`config.mk`:
```
export PLATFORM = sky130hd
export DESIGN_NAME = dmem_arbiter
export DESIGN_NICKNAME = d
export VERILOG_FILES = /design/src/rtl/dmem_arbiter.sv
export SDC_FILE = /design/constraint.sdc
export NUM_CORES = 1
export LEC_CHECK = 0
export BUFFER_PORTS_ARGS = -buffer_cell sky130_fd_sc_hd__buf_2
export CAP_MARGIN = 20
export CORE_MARGIN = 5
export CORE_UTILIZATION = 49
export DETAILED_ROUTE_END_ITERATION = 12
export GPL_TIMING_DRIVEN = 0
export PLACE_DENSITY = 0.87
export SETUP_SLACK_MARGIN = 0.15
export SLEW_MARGIN = 20
export SYNTH_ARGS = -nofsm -noshare
export SYNTH_HDL_FRONTEND = slang
export SYNTH_SLANG_ARGS = --single-unit
export TNS_END_PERCENT = 50
```
`constraint.sdc`:
```
create_clock -name clk -period 5.4 [get_ports clk]
set_input_delay 0.54 -clock clk [delete_from_list [all_inputs] [get_ports clk]]
set_output_delay 0.54 -clock clk [all_outputs]
set_load 0.02 [all_outputs]
```
`src/rtl/dmem_arbiter.sv`:
```
// dmem_arbiter: arbitrates the pipeline (port 0) and the DMA/debug loader (port 1)
// onto a single-port word memory and sequences each granted access.
// Sub-word stores become a read-modify-write; loads are extended to RV32I semantics.
module dmem_arbiter #(
    parameter int DEPTH = 1024,
    parameter int AW    = $clog2(DEPTH)
) (
    input  logic          clk,
    input  logic          rst,
    input  logic [1:0]    req_valid,
    output logic [1:0]    req_ready,
    input  logic [1:0]    req_we,
    input  logic [31:0]   req_addr0,
    input  logic [31:0]   req_addr1,
    input  logic [2:0]    req_funct3_0,
    input  logic [2:0]    req_funct3_1,
    input  logic [31:0]   req_wdata0,
    input  logic [31:0]   req_wdata1,
    output logic [1:0]    resp_valid,
    output logic [31:0]   resp_rdata,
    output logic          resp_err,
    output logic          mem_en,
    output logic          mem_we,
    output logic [AW-1:0] mem_addr,
    output logic [31:0]   mem_wdata,
    input  logic [31:0]   mem_rdata,
    output logic          busy
);

    typedef enum logic [1:0] {
        ST_IDLE    = 2'd0,
        ST_LD_WAIT = 2'd1,
        ST_RMW_WR  = 2'd2
    } state_t;

    localparam logic [29:0] DEPTH_W = 30'(DEPTH);

    // Insert a byte (funct3 SB) or halfword (funct3 SH) into a word at the given lane
    function automatic logic [31:0] merge_sub(input logic [31:0] word, input logic [15:0] data,
                                              input logic [1:0] lane, input logic half);
        logic [31:0] res;
        res = word;
        if (half) begin
            if (lane[1]) begin
                res[31:16] = data;
            end else begin
                res[15:0] = data;
            end
        end else begin
            case (lane)
                2'd0:    res[7:0]   = data[7:0];
                2'd1:    res[15:8]  = data[7:0];
                2'd2:    res[23:16] = data[7:0];
                default: res[31:24] = data[7:0];
            endcase
        end
        return res;
    endfunction

    // Select and extend the loaded byte/half/word according to funct3
    function automatic logic [31:0] format_load(input logic [31:0] word, input logic [2:0] funct3,
                                                input logic [1:0] lane);
        logic [7:0]  byte_v;
        logic [15:0] half_v;
        logic [31:0] res;
        case (lane)
            2'd0:    byte_v = word[7:0];
            2'd1:    byte_v = word[15:8];
            2'd2:    byte_v = word[23:16];
            default: byte_v = word[31:24];
        endcase
        half_v = lane[1] ? word[31:16] : word[15:0];
        case (funct3)
            3'b000:  res = {{24{byte_v[7]}}, byte_v};
            3'b001:  res = {{16{half_v[15]}}, half_v};
            3'b100:  res = {24'h0, byte_v};
            3'b101:  res = {16'h0, half_v};
            default: res = word;   // LW; other encodings never reach a load
        endcase
        return res;
    endfunction

    state_t          state_r;
    state_t          next_state_s;
    logic            last_grant_r;
    logic            port_r;
    logic [1:0]      lane_r;
    logic [2:0]      funct3_r;
    logic [15:0]     wdata_r;
    logic [AW-1:0]   waddr_r;
    logic [1:0]      resp_valid_r;
    logic [31:0]     resp_rdata_r;
    logic            resp_err_r;

    logic            grant_s;
    logic            accept_s;
    logic            err_s;
    logic            sw_s;
    logic            sel_we_s;
    logic [31:0]     sel_addr_s;
    logic [31:0]     sel_wdata_s;
    logic [2:0]      sel_funct3_s;
    logic            range_err_s;
    logic            align_err_s;
    logic            funct3_err_s;

    // Round-robin grant on ties and decode of the granted request's error conditions
    always_comb begin
        grant_s      = 1'b0;
        sel_we_s     = 1'b0;
        sel_addr_s   = 32'h0;
        sel_wdata_s  = 32'h0;
        sel_funct3_s = 3'b000;
        case (req_valid)
            2'b01:   grant_s = 1'b0;
            2'b10:   grant_s = 1'b1;
            2'b11:   grant_s = ~last_grant_r;
            default: grant_s = 1'b0;
        endcase
        if (grant_s) begin
            sel_we_s     = req_we[1];
            sel_addr_s   = req_addr1;
            sel_wdata_s  = req_wdata1;
            sel_funct3_s = req_funct3_1;
        end else begin
            sel_we_s     = req_we[0];
            sel_addr_s   = req_addr0;
            sel_wdata_s  = req_wdata0;
            sel_funct3_s = req_funct3_0;
        end
        range_err_s = (sel_addr_s[31:2] >= DEPTH_W);
        align_err_s = ((sel_funct3_s[1:0] == 2'b01) && sel_addr_s[0]) ||
                      ((sel_funct3_s[1:0] == 2'b10) && (sel_addr_s[1:0] != 2'b00));
        if (sel_we_s) begin
            funct3_err_s = (sel_funct3_s > 3'b010);
        end else begin
            funct3_err_s = (sel_funct3_s == 3'b011) || (sel_funct3_s[2:1] == 2'b11);
        end
        err_s = range_err_s || align_err_s || funct3_err_s;
        sw_s  = sel_we_s && (sel_funct3_s == 3'b010);
    end

    // Next-state logic, handshake and memory command generation
    always_comb begin
        next_state_s = state_r;
        accept_s     = 1'b0;
        req_ready    = 2'b00;
        mem_en       = 1'b0;
        mem_we       = 1'b0;
        mem_addr     = '0;
        mem_wdata    = 32'h0;
        case (state_r)
            ST_IDLE: begin
                if (!rst && (req_valid != 2'b00)) begin
                    accept_s  = 1'b1;
                    req_ready = grant_s ? 2'b10 : 2'b01;
                    if (err_s) begin
                        next_state_s = ST_IDLE;
                    end else if (sw_s) begin
                        mem_en    = 1'b1;
                        mem_we    = 1'b1;
                        mem_addr  = sel_addr_s[AW+1:2];
                        mem_wdata = sel_wdata_s;
                    end else if (sel_we_s) begin
                        mem_en       = 1'b1;
                        mem_addr     = sel_addr_s[AW+1:2];
                        next_state_s = ST_RMW_WR;
                    end else begin
                        mem_en       = 1'b1;
                        mem_addr     = sel_addr_s[AW+1:2];
                        next_state_s = ST_LD_WAIT;
                    end
                end else begin
                    next_state_s = ST_IDLE;
                end
            end
            ST_LD_WAIT: begin
                next_state_s = ST_IDLE;
            end
            ST_RMW_WR: begin
                next_state_s = ST_IDLE;
                if (!rst) begin
                    mem_en    = 1'b1;
                    mem_we    = 1'b1;
                    mem_addr  = waddr_r;
                    mem_wdata = merge_sub(mem_rdata, wdata_r, lane_r, funct3_r[0]);
                end else begin
                    mem_en = 1'b0;
                end
            end
            default: begin
                next_state_s = ST_IDLE;
            end
        endcase
    end

    // State register, grant history and fields latched at accept
    always_ff @(posedge clk) begin
        if (rst) begin
            state_r      <= ST_IDLE;
            last_grant_r <= 1'b1;
            port_r       <= 1'b0;
            lane_r       <= 2'b00;
            funct3_r     <= 3'b000;
            wdata_r      <= 16'h0;
            waddr_r      <= '0;
        end else begin
            state_r <= next_state_s;
            if (accept_s) begin
                last_grant_r <= grant_s;
                port_r       <= grant_s;
                lane_r       <= sel_addr_s[1:0];
                funct3_r     <= sel_funct3_s;
                wdata_r      <= sel_wdata_s[15:0];
                waddr_r      <= sel_addr_s[AW+1:2];
            end
        end
    end

    // Registered one-cycle response pulse; data and error hold until the next response
    always_ff @(posedge clk) begin
        if (rst) begin
            resp_valid_r <= 2'b00;
            resp_rdata_r <= 32'h0;
            resp_err_r   <= 1'b0;
        end else begin
            resp_valid_r <= 2'b00;
            if (accept_s && (err_s || sw_s)) begin
                resp_valid_r <= grant_s ? 2'b10 : 2'b01;
                resp_err_r   <= err_s;
                resp_rdata_r <= 32'h0;
            end else if (state_r == ST_LD_WAIT) begin
                resp_valid_r <= port_r ? 2'b10 : 2'b01;
                resp_err_r   <= 1'b0;
                resp_rdata_r <= format_load(mem_rdata, funct3_r, lane_r);
            end else if (state_r == ST_RMW_WR) begin
                resp_valid_r <= port_r ? 2'b10 : 2'b01;
                resp_err_r   <= 1'b0;
                resp_rdata_r <= 32'h0;
            end
        end
    end

    assign resp_valid = resp_valid_r;
    assign resp_rdata = resp_rdata_r;
    assign resp_err   = resp_err_r;
    assign busy       = (state_r != ST_IDLE);

endmodule

```
==> run summary, run 1 <==
The proportion of register bits with asynchronous set or reset after synthesis was 0; the mean routed wirelength per cell was 19.35 um. The count of cell types in the netlist was 44. 254 I/O pins were placed. The logic gate share of total power is 0.239, and the worst-case headroom to the max-slew limit is 0.5932.

The run gives 19.56 mm as the detailed-route wire length. The count of final max-slew check failures was 0; the fraction of met1 tracks used by global routing was 0.3689. In the final timing run, aggregate negative setup slack is 0 ns.

The proportion of layout cells with a drive suffix above 1 was 0.3379. The number of DRC markers after the initial detailed-route iteration came out at 532. The initial cell density of the core came out at 0.5057. Entering global routing, the biggest net connects 14 pins.

For this design, the sink count on the clock tree is 70. The time the final worst path needs with I/O delays and setup was 3.301 ns; the number of instances resized during post-cts repair was 0. In this run the clock root is driven by a sky130_fd_sc_hd__clkbuf_8.

Yosys attributes the largest share of cell area to sky130_fd_sc_hd__dfxtp_1 (30%), sky130_fd_sc_hd__mux2i_1 (13%), sky130_fd_sc_hd__nor2_1 (6.6%). Synthesis produced a netlist whose cell count is 613. The path class of the tightest hold or removal check is register to register. The y dimension of the die is 107.9 um, and the count of yosys warnings during synthesis is 0.

Critical path start-end classification: register to output port. Routability-driven placement finished with a final weighted congestion of 0.9750. The most frequent standard cell in the layout excluding fill and tap cells is sky130_fd_sc_hd__buf_2. The highest cell delay on the worst timing path is 0.46 ns, and the reported max-cap violation count is 0. The first-pass GRT wire length is 29.29 mm. The multiplexer fraction of the synthesized cell area came out at 0.1445. After layout, the design draws a total of 1.383 mW. TritonCTS built the clock tree. The kind of end point of the critical path is an output port. The worst setup path is launched from a register. The relative contribution of sequential cells to total power was 0.410; the area growth from synthesis to layout was 35.13%.

For the site row count, the log shows 35. Share of the clock period used by the worst path: 0.6112. The number of antenna diodes in the final layout is 0. The HPWL after detailed placement is 15.64 mm.

Number of inserted filler cells in the final layout: 849. During placement, the flow inserted port buffers numbering 253. The adder-cell share of the synthesized area was 0.007996.

The largest fanout on the critical path works out to 10. In the synthesized netlist the dominant register cell turns out to be sky130_fd_sc_hd__dfxtp_1. In the routed design, unresolved DRC markers number 0. Counting along the longest clock path gives a buffer depth of 2. The number of vias in the routed layout is 6063. The via density per instance is 5.997, and the power density over cell area is 218.0 mW/mm2. The internal power summed over all cells is 0.9425 mW, and the number of flops mapped to enable cells by yosys is 0. The full die area is 0.01164 mm2, and the final instance count without filler cells is 1011. The met3 track demand over resource in global routing was 0.07918. The run finished with clean final reports.

The region available for standard cell placement spans 0.009284 mm2. Leaving out fill and tap cells, the most frequent cells in the layout are sky130_fd_sc_hd__buf_2 (269), sky130_fd_sc_hd__nor2_1 (83), sky130_fd_sc_hd__dfxtp_1 (70), sky130_fd_sc_hd__mux2i_1 (61), sky130_fd_sc_hd__nand2_1 (53). The worst path arrival time is 2.76 ns. Measured along the x axis, the die boundary spans 107.9 um. The met2 layer usage reported by global route is 0.5724, and the area share of the leading cell type in the synthesized netlist is 0.2985.

For the proportion of power drawn by the clock network, the log shows 0.351. Counting every net in the synthesized netlist gives 788. Averaged over all synthesized cells, the footprint is 7.658 um2.

After synthesis the cells add up to 0.004695 mm2. The cell taking the most area after synthesis was sky130_fd_sc_hd__dfxtp_1. The run gives 5 as the number of search-and-repair iterations in the first detailed-routing pass. The tools report the number of hold violations in the final report as 0.

Setup repair after global routing left no endpoint under its margin. The sequential share of the synthesized area came out at 0.2985. For the total routing resource utilization after global routing, the log shows 0.3193.

The number of placed instances, taps included, is 995. The main combinational cell family by area after synthesis was compound AO/OA/AOI/OAI gates. The number of buffers and inverters on the critical path is 2. Based on the critical path, the design can be clocked at up to 303.0 MHz.

At the later pin of the worst-skew pair, clock insertion delay measures 0.35 ns. The run gives 0.4584 ns as the worst hold slack across all endpoints. The number of register bits inferred by synthesis is 70, and the number of buffers inserted by post-CTS setup repair is 0.

The complex-gate fraction of the synthesized area was 0.3030. The logs give 4.86 ns for the required time reported for the critical path endpoint and 1 for the initial antenna violation count. The run gives 0.4402 mW as the net switching power of the design.

Summed over all cells, the static leakage comes to 3.158 nW. Buffers inserted during clock tree synthesis total 9. The run gives 0 as the number of nets with antenna violations after routing. In this run, post-CTS hold repair placed 0 buffers.

The global routing's busiest layer was met2. The H-tree was split into 3 levels. The run gives 0 as the total setup violations reported at the end of the flow. Grouping stages by cell kind, the critical path spends the most delay in compound AO/OA/AOI/OAI gates. Traced cell by cell, the critical path runs through a21boi_4 > nand4_1 > a211oi_2 > nand3_1 > buf_2 > o21ai_1 > buf_2. The cell that appears most often on the critical path is sky130_fd_sc_hd__buf_2. The number of global-route vias before repair is 5850, and the proportion of total power due to net switching is 0.3184. The total overflow left after global routing is 0. After clock tree synthesis, the clock-pin slew on the worst setup and hold paths is 0.08 ns.

The largest clock skew in the final design came out at 0.008944 ns. The simple-gate portion of the synthesized area is 0.1794. Worst voltage drop across the vdd grid: 152.7 uV. The largest individual stage delay along the critical path comes from the cell sky130_fd_sc_hd__a211oi_2.

The post-synthesis share of cell area spent on xor and xnor gates is 0. The layout net count came out at 1052. Pin slew with the least headroom to its limit: 0.6102 ns.
## cells by family after synthesis
group,after synthesis
AO/OA/AOI/OAI,213
AND/OR/NAND/NOR,187
buffers and inverters,74
flip-flops,70
multiplexers,66
adder cells (fa/ha/maj),3
## flip-flops by register name, indices dropped and copies added (netlist names)
signal / flops
funct3_r: 3
port_r: 1
waddr_r: 10
resp_err: 1
wdata_r: 16
state_r: 2
lane_r: 2
last_grant_r: 1
resp_valid: 2
resp_rdata: 32
## cells in the mapped netlist (all sizes together), types with 4 or more instances
cell type / n
nand3: 6
o2111ai: 7
nand2: 53
buf: 23
o21ai: 56
clkbuf: 28
dfxtp: 70
nor2: 84
nand3b: 7
nor4: 10
a21oi: 40
a31oi: 9
nand2b: 4
nor2b: 11
o22ai: 24
mux2: 4
mux2i: 61
a22o: 4
inv: 23
o221ai: 14
a21o: 20
a211oi: 7
a221oi: 26
## path summary, 6_finish.rpt
| path | from | end | slack, ns | cells after the start |
|---|---|---|---|---|
| worst max-delay path | last_grant_r | mem_wdata[13] | 2.10 | 7 |
| worst min-delay path | waddr_r[4] | waddr_r[4] | 0.46 | 1 |
| worst max register to register | state_r[0] | resp_rdata[13] | 3.07 | 8 |
| worst min register to register | waddr_r[4] | waddr_r[4] | 0.46 | 1 |
## routing by layer
layer	wire length [um]	up-vias	share of wire
met4	681	2	0.035
met5	20	-	0.0010
met3	2251	70	0.12
met2	9521	427	0.49
li1	-	2800	-
met1	7089	2764	0.36
## worst register-to-register path, stage by stage (launching register included)
cell and delay [ns]:
sky130_fd_sc_hd__dfxtp_1 0.37, sky130_fd_sc_hd__inv_1 0.07, sky130_fd_sc_hd__ha_1 0.30, sky130_fd_sc_hd__clkbuf_1 0.39, sky130_fd_sc_hd__and3_1 0.23, sky130_fd_sc_hd__clkbuf_1 0.21
sky130_fd_sc_hd__clkbuf_1 0.39, sky130_fd_sc_hd__a221oi_1 0.15, sky130_fd_sc_hd__a21oi_1 0.16
## metrics by stage
| stage | util | cell area [um2] | setup WS [ns] |
|---|---|---|---|
| 3_3_place_gp | 0.6594 | 6122 | 2.254 |
| 6_report | 0.6833 | 6344 | 2.099 |
| 2_1_floorplan | - | 4695 | 2.840 |
| 5_1_grt | 0.6833 | 6344 | 1.998 |
| 4_1_cts | 0.6833 | 6344 | 2.150 |
| 3_5_place_dp | 0.6594 | 6122 | 2.229 |
## final cells by class
cell class | instances | area [um2] | area share
multi-input combinational | 469 | 2980 | 0.4698
sequential | 70 | 1401 | 0.2209
timing repair buffer | 253 | 1266 | 0.1996
buffer | 51 | 226.5 | 0.03570
tap | 129 | 161.4 | 0.02544
clock buffer | 10 | 127.6 | 0.02012
clock inverter | 6 | 93.84 | 0.01479
inverter | 23 | 86.33 | 0.01361
## power by group through the flow
stage	registers [mW]	clock network, mW	logic, mW
2_1_floorplan	0.572	0	0.187
3_3_place_gp	0.577	0	0.316
3_5_place_dp	0.577	0	0.322
4_1_cts	0.565	0.486	0.323
5_1_grt	0.569	0.507	0.356
6_report	0.567	0.485	0.331
Power figures use the tool's default switching activity.
==> run 2: changes to the inputs <==
--- a/config.mk
+++ b/config.mk
@@ -5,13 +5,14 @@
 export SDC_FILE = /design/constraint.sdc
 export NUM_CORES = 1
 export LEC_CHECK = 0
+export ABC_AREA = 1
 export BUFFER_PORTS_ARGS = -buffer_cell sky130_fd_sc_hd__buf_2
 export CAP_MARGIN = 20
 export CORE_MARGIN = 5
-export CORE_UTILIZATION = 49
+export CORE_UTILIZATION = 43
 export DETAILED_ROUTE_END_ITERATION = 12
 export GPL_TIMING_DRIVEN = 0
-export PLACE_DENSITY = 0.87
+export PLACE_DENSITY = 0.79
 export SETUP_SLACK_MARGIN = 0.15
 export SLEW_MARGIN = 20
 export SYNTH_ARGS = -nofsm -noshare
==> constraint.sdc (replaced) <==
create_clock -name clk -period 2.82 [get_ports clk]
set_input_delay 0.282 -clock clk [delete_from_list [all_inputs] [get_ports clk]]
set_output_delay 0.282 -clock clk [all_outputs]
set_load 0.02 [all_outputs]
==> run 2 against run 1 <==
  * Clock power rose to 2.6 times the previous value
  * Global-route usage is 1.9 points lower
  * Clock skew decreased by 0.0016 ns
  * Critical path depth increased by 7
  * Via count grew 16%
  * Sequential share of layout area shrank 3.1 points
  * Utilization down 6.1 points
  * Largest cell class unchanged
==> run summary, run 2 <==
The via density per instance was 5.684 (-5.2%). The count of buffering cells on the critical path with inverters included was 4 (+2). The number of register bits inferred by synthesis came out at 70 (unchanged).

Leaving out fill and tap cells, the most frequent cell in the layout is sky130_fd_sc_hd__buf_2. For this run, the top clock speed supported by timing is 373.3 MHz. The site row count was 40 (+14%). The worst voltage drop across the vdd grid is 236.9 uV (+55%). The highest cell delay on the worst timing path was 0.34 ns (-0.12 ns). The tools report the count of final max-slew check failures as 0 (unchanged).

The global placement routability congestion is 0.9938 (+1.9%). The worst hold-check path type was input port to register. Number of cells on the critical path: 14 (+7). The proportion of register bits with asynchronous set or reset after synthesis is 0 (unchanged).

The gate count after technology mapping was 811 (+32%). The number of vias in the routed layout is 7059 (+16%). The total routing resource utilization after global routing came out at 0.2999 (-0.01940).

For the total setup violations reported at the end of the flow, the log shows 0 (unchanged). The standard cell core area came out at 0.01186 mm2 (+28%). The largest fanout on the critical path is 8 (-2), and the static power due to leakage is 3.533 nW (+12%). The number of DRC markers after the initial detailed-route iteration is 642 (+21%), and the quantity of I/O buffers inserted on ports is 252 (-0.40%). The synthesized netlist net count was 986 (+25%); the worst path arrival time was 2.40 ns (-0.36 ns). In the post-synthesis netlist, the cell with the most instances is sky130_fd_sc_hd__nand2_1. For the detailed-placement wirelength estimate, the log shows 17.31 mm (+11%). The number of inserted filler cells in the final layout was 1178 (+39%). The tools report the count of hold buffers inserted by post-cts repair as 0 (unchanged).

By startpoint and endpoint, the worst setup path is classified as register to output port. The level count of the clock H-tree was 3 (unchanged); the first-pass GRT wire length was 34.34 mm (+17%). The tools report the initial antenna violation count as 0 (-1). STA classifies the critical path endpoint as an output port.

Number of nets with antenna violations after routing: 0 (unchanged). Compared with the post-synthesis result, the final layout area differs by 43.34%. The required time reported for the critical path endpoint is 2.54 ns (-2.32 ns).

The total negative slack for setup checks is 0 ns (unchanged), and the DRC violation count after routing is 0 (unchanged). Pin slew with the least headroom to its limit: 0.7487 ns (+0.1385 ns). TritonCTS built the clock tree.

The layout net count was 1265 (+20%). The logs give 0.34 ns (about the same) for the insertion delay of the later-clocked pin in the worst-skew pair and 0.01426 mm2 (+23%) for the full die area. For the number of search-and-repair iterations in the first detailed-routing pass, the log shows 7 (+2). The top cell types in the final layout, fill and taps aside, are sky130_fd_sc_hd__buf_2 (238), sky130_fd_sc_hd__nand2_1 (161), sky130_fd_sc_hd__o21ai_0 (94), sky130_fd_sc_hd__nor2_1 (78), sky130_fd_sc_hd__a21oi_1 (75).

The library cell contributing the largest single delay on the critical path is sky130_fd_sc_hd__dfxtp_2. Area of the mapped netlist: 0.005150 mm2 (+9.7%). The worst hold path cell count is 2 (+1). The clock root buffer master is sky130_fd_sc_hd__clkbuf_16.

The area share of the leading cell type in the synthesized netlist came out at 0.2721 (-0.02640). The primary flip-flop cell chosen by synthesis mapping is sky130_fd_sc_hd__dfxtp_1. The tools report the number of antenna cells inserted as 0 (unchanged). For the number of buffers between clock root and the deepest sink, the log shows 2 (unchanged). Number of sinks on the clock net: 70 (unchanged).

The path depth of the worst reg2reg path came out at 6 (-2). The number of hold violations in the final report was 0 (unchanged); the maximum number of pins on one net before global-route repair was 13 (-1). The count of yosys warnings during synthesis came out at 0 (unchanged).

The y dimension of the die was 119.4 um (+11%); the count of cell types in the netlist was 35 (-20%). The initial cell density of the core is 0.4342 (-0.07148). The mean routed wirelength per cell came out at 18.33 um (-5.3%).

Type of element launching the critical path: a register. The time the final worst path needs with I/O delays and setup works out to 2.679 ns. By count the netlist is led by sky130_fd_sc_hd__nand2_1 (169), sky130_fd_sc_hd__o21ai_0 (98), sky130_fd_sc_hd__nor2_1 (82).

The power density over cell area was 414.7 mW/mm2 (+90%). The flip-flop count of the largest register, all copies and words added was 32 (unchanged); the largest clock skew in the final design was 0.007301 ns (-0.001643 ns). The worst setup margin is 0.1411 ns (-1.958 ns).

The cell taking the most area after synthesis was sky130_fd_sc_hd__dfxtp_1. The total clock buffers created by CTS is 9 (unchanged), and the footprint of the multi-input gates is 0.003407 mm2 (+14%). In the post-synthesis netlist, the biggest area contributors are sky130_fd_sc_hd__dfxtp_1 (27%), sky130_fd_sc_hd__nand2_1 (12%), sky130_fd_sc_hd__o21ai_0 (9.5%). Traced cell by cell, the critical path runs through nand2_4 > nand2_8 > buf_6 > nor2_2 > nand2_1 > nand2_2 > nand2_2 > nor2_4 > nand3_4 > inv_4 > nand3_4 > clkbuf_16 > o21ai_4 > buf_6. The pre-CTS worst setup slack is 0.2651 ns (-1.964 ns).

The flow ran to the end, and the final reports show no timing, DRC or antenna violations. The tools report the I/O pin count as 254 (unchanged). The proportion of layout cells with a drive suffix above 1 was 0.3452 (+0.007337). Number of flops mapped to enable cells by yosys: 0 (unchanged).

Width of the die: 119.4 um (+11%). Setup repair after global routing could not meet its margin everywhere. The kind of cell with the highest combined delay along the critical path is simple AND/OR/NAND/NOR gates.

The total congestion overflow was 0 (unchanged); the register area was 0.001403 mm2 (about the same). The post-synthesis area per instance was 6.350 um2 (-17%); the detailed-route wire length was 22.76 mm (+16%). The worst-case headroom to the max-slew limit was 0.4975 (-0.09568); the share of the clock period used by the worst path was 0.9500. The tools report the sequential share of the synthesized area as 0.2721 (-0.02640). The register clock-pin slew on the reported worst setup and hold paths is 0.06 ns (-0.02 ns).

The number of global-route vias before repair is 6766 (+16%). For the reported max-cap violation count, the log shows 0 (unchanged).
run 2: cell types whose count changed after synthesis, sizes merged, moves of 20 or more:
cell,before,now
a21oi,40,81
inv,23,62
nand3,6,33
o211ai,1,32
a21o,20,0
mux2i,61,32
nand2,53,173
a221oi,26,0
o21ai,56,129
run 2: path summary, 6_finish.rpt:
path / from / end / slack, ns
worst min register to register: resp_rdata[10] / resp_rdata[10] / 0.46
worst min-delay path: rst / waddr_r[1] / 0.22
worst max-delay path: last_grant_r / mem_wdata[31] / 0.14
worst max register to register: state_r[0] / wdata_r[13] / 0.65
run 2: cell type report:
type                    count  share of cell area
multi-input cells         620              0.4615
repair buffers            268              0.2066
flip-flops and latches     70              0.1900
plain buffers              57             0.03966
inverters                  64             0.03322
clock buffers              11             0.03288
well taps                 147             0.02492
clock inverters             5             0.01119
run 2: kinds of logic (layout without fill, tap and decap cells):
group / Yosys count / count (layout) / share of synthesized area
compound gates: 280 / 280 / 0.3124
mux: 32 / 32 / 0.06220
buf+inv: 121 / 405 / 0.09767
simple gates: 305 / 305 / 0.2483
flops: 70 / 70 / 0.2721
fa+ha+maj: 3 / 3 / 0.007289
run 2: per-stage QoR:
stage	utilization	power [mW]	hold WS, ns	area (um2)	std cells
floorplan	-	1.484	0.3511	5150	811
global placement	0.5560	1.750	0.4517	6595	1210
detailed placement	0.5560	1.761	0.4522	6595	1210
CTS	0.5903	3.010	0.2179	7002	1231
global route	0.6224	3.183	0.2231	7382	1242
finish	0.6224	3.062	0.2204	7382	1242
run 2: what timing repair did:
item                                    4_1_cts  5_1_grt
buffers inserted                              4        9
endpoints found under the setup margin       29       40
hold endpoints to repair                      0        0
gates resized for setup                       8       94
pin swaps                                     0       14
gates cloned                                  1        2
run 2: report_power, final:
| group | total [mW] | switching (mW) | internal (mW) |
|---|---|---|---|
| sequential | 1.06 | 0.0342 | 1.03 |
| clock | 1.26 | 0.462 | 0.799 |
| combinational | 0.736 | 0.459 | 0.278 |
run 2: worst reg2reg max path, cell delays in order, from the launching register on:
cell	delay, ns
sky130_fd_sc_hd__dfxtp_1	0.36
sky130_fd_sc_hd__inv_1	0.08
sky130_fd_sc_hd__ha_1	0.22
sky130_fd_sc_hd__o21ai_1	0.41
sky130_fd_sc_hd__nand2_1	0.41
sky130_fd_sc_hd__clkbuf_1	0.37
sky130_fd_sc_hd__o22ai_1	0.25
run 2: metal layers:
metal | vias to the layer above | part of all wire | GRT usage
li1 | 3339 | - | -
met5 | - | 0 | 0
met4 | 0 | 0.055 | 0.1410
met3 | 100 | 0.096 | 0.05271
met1 | 3173 | 0.38 | 0.3663
met2 | 447 | 0.47 | 0.5108
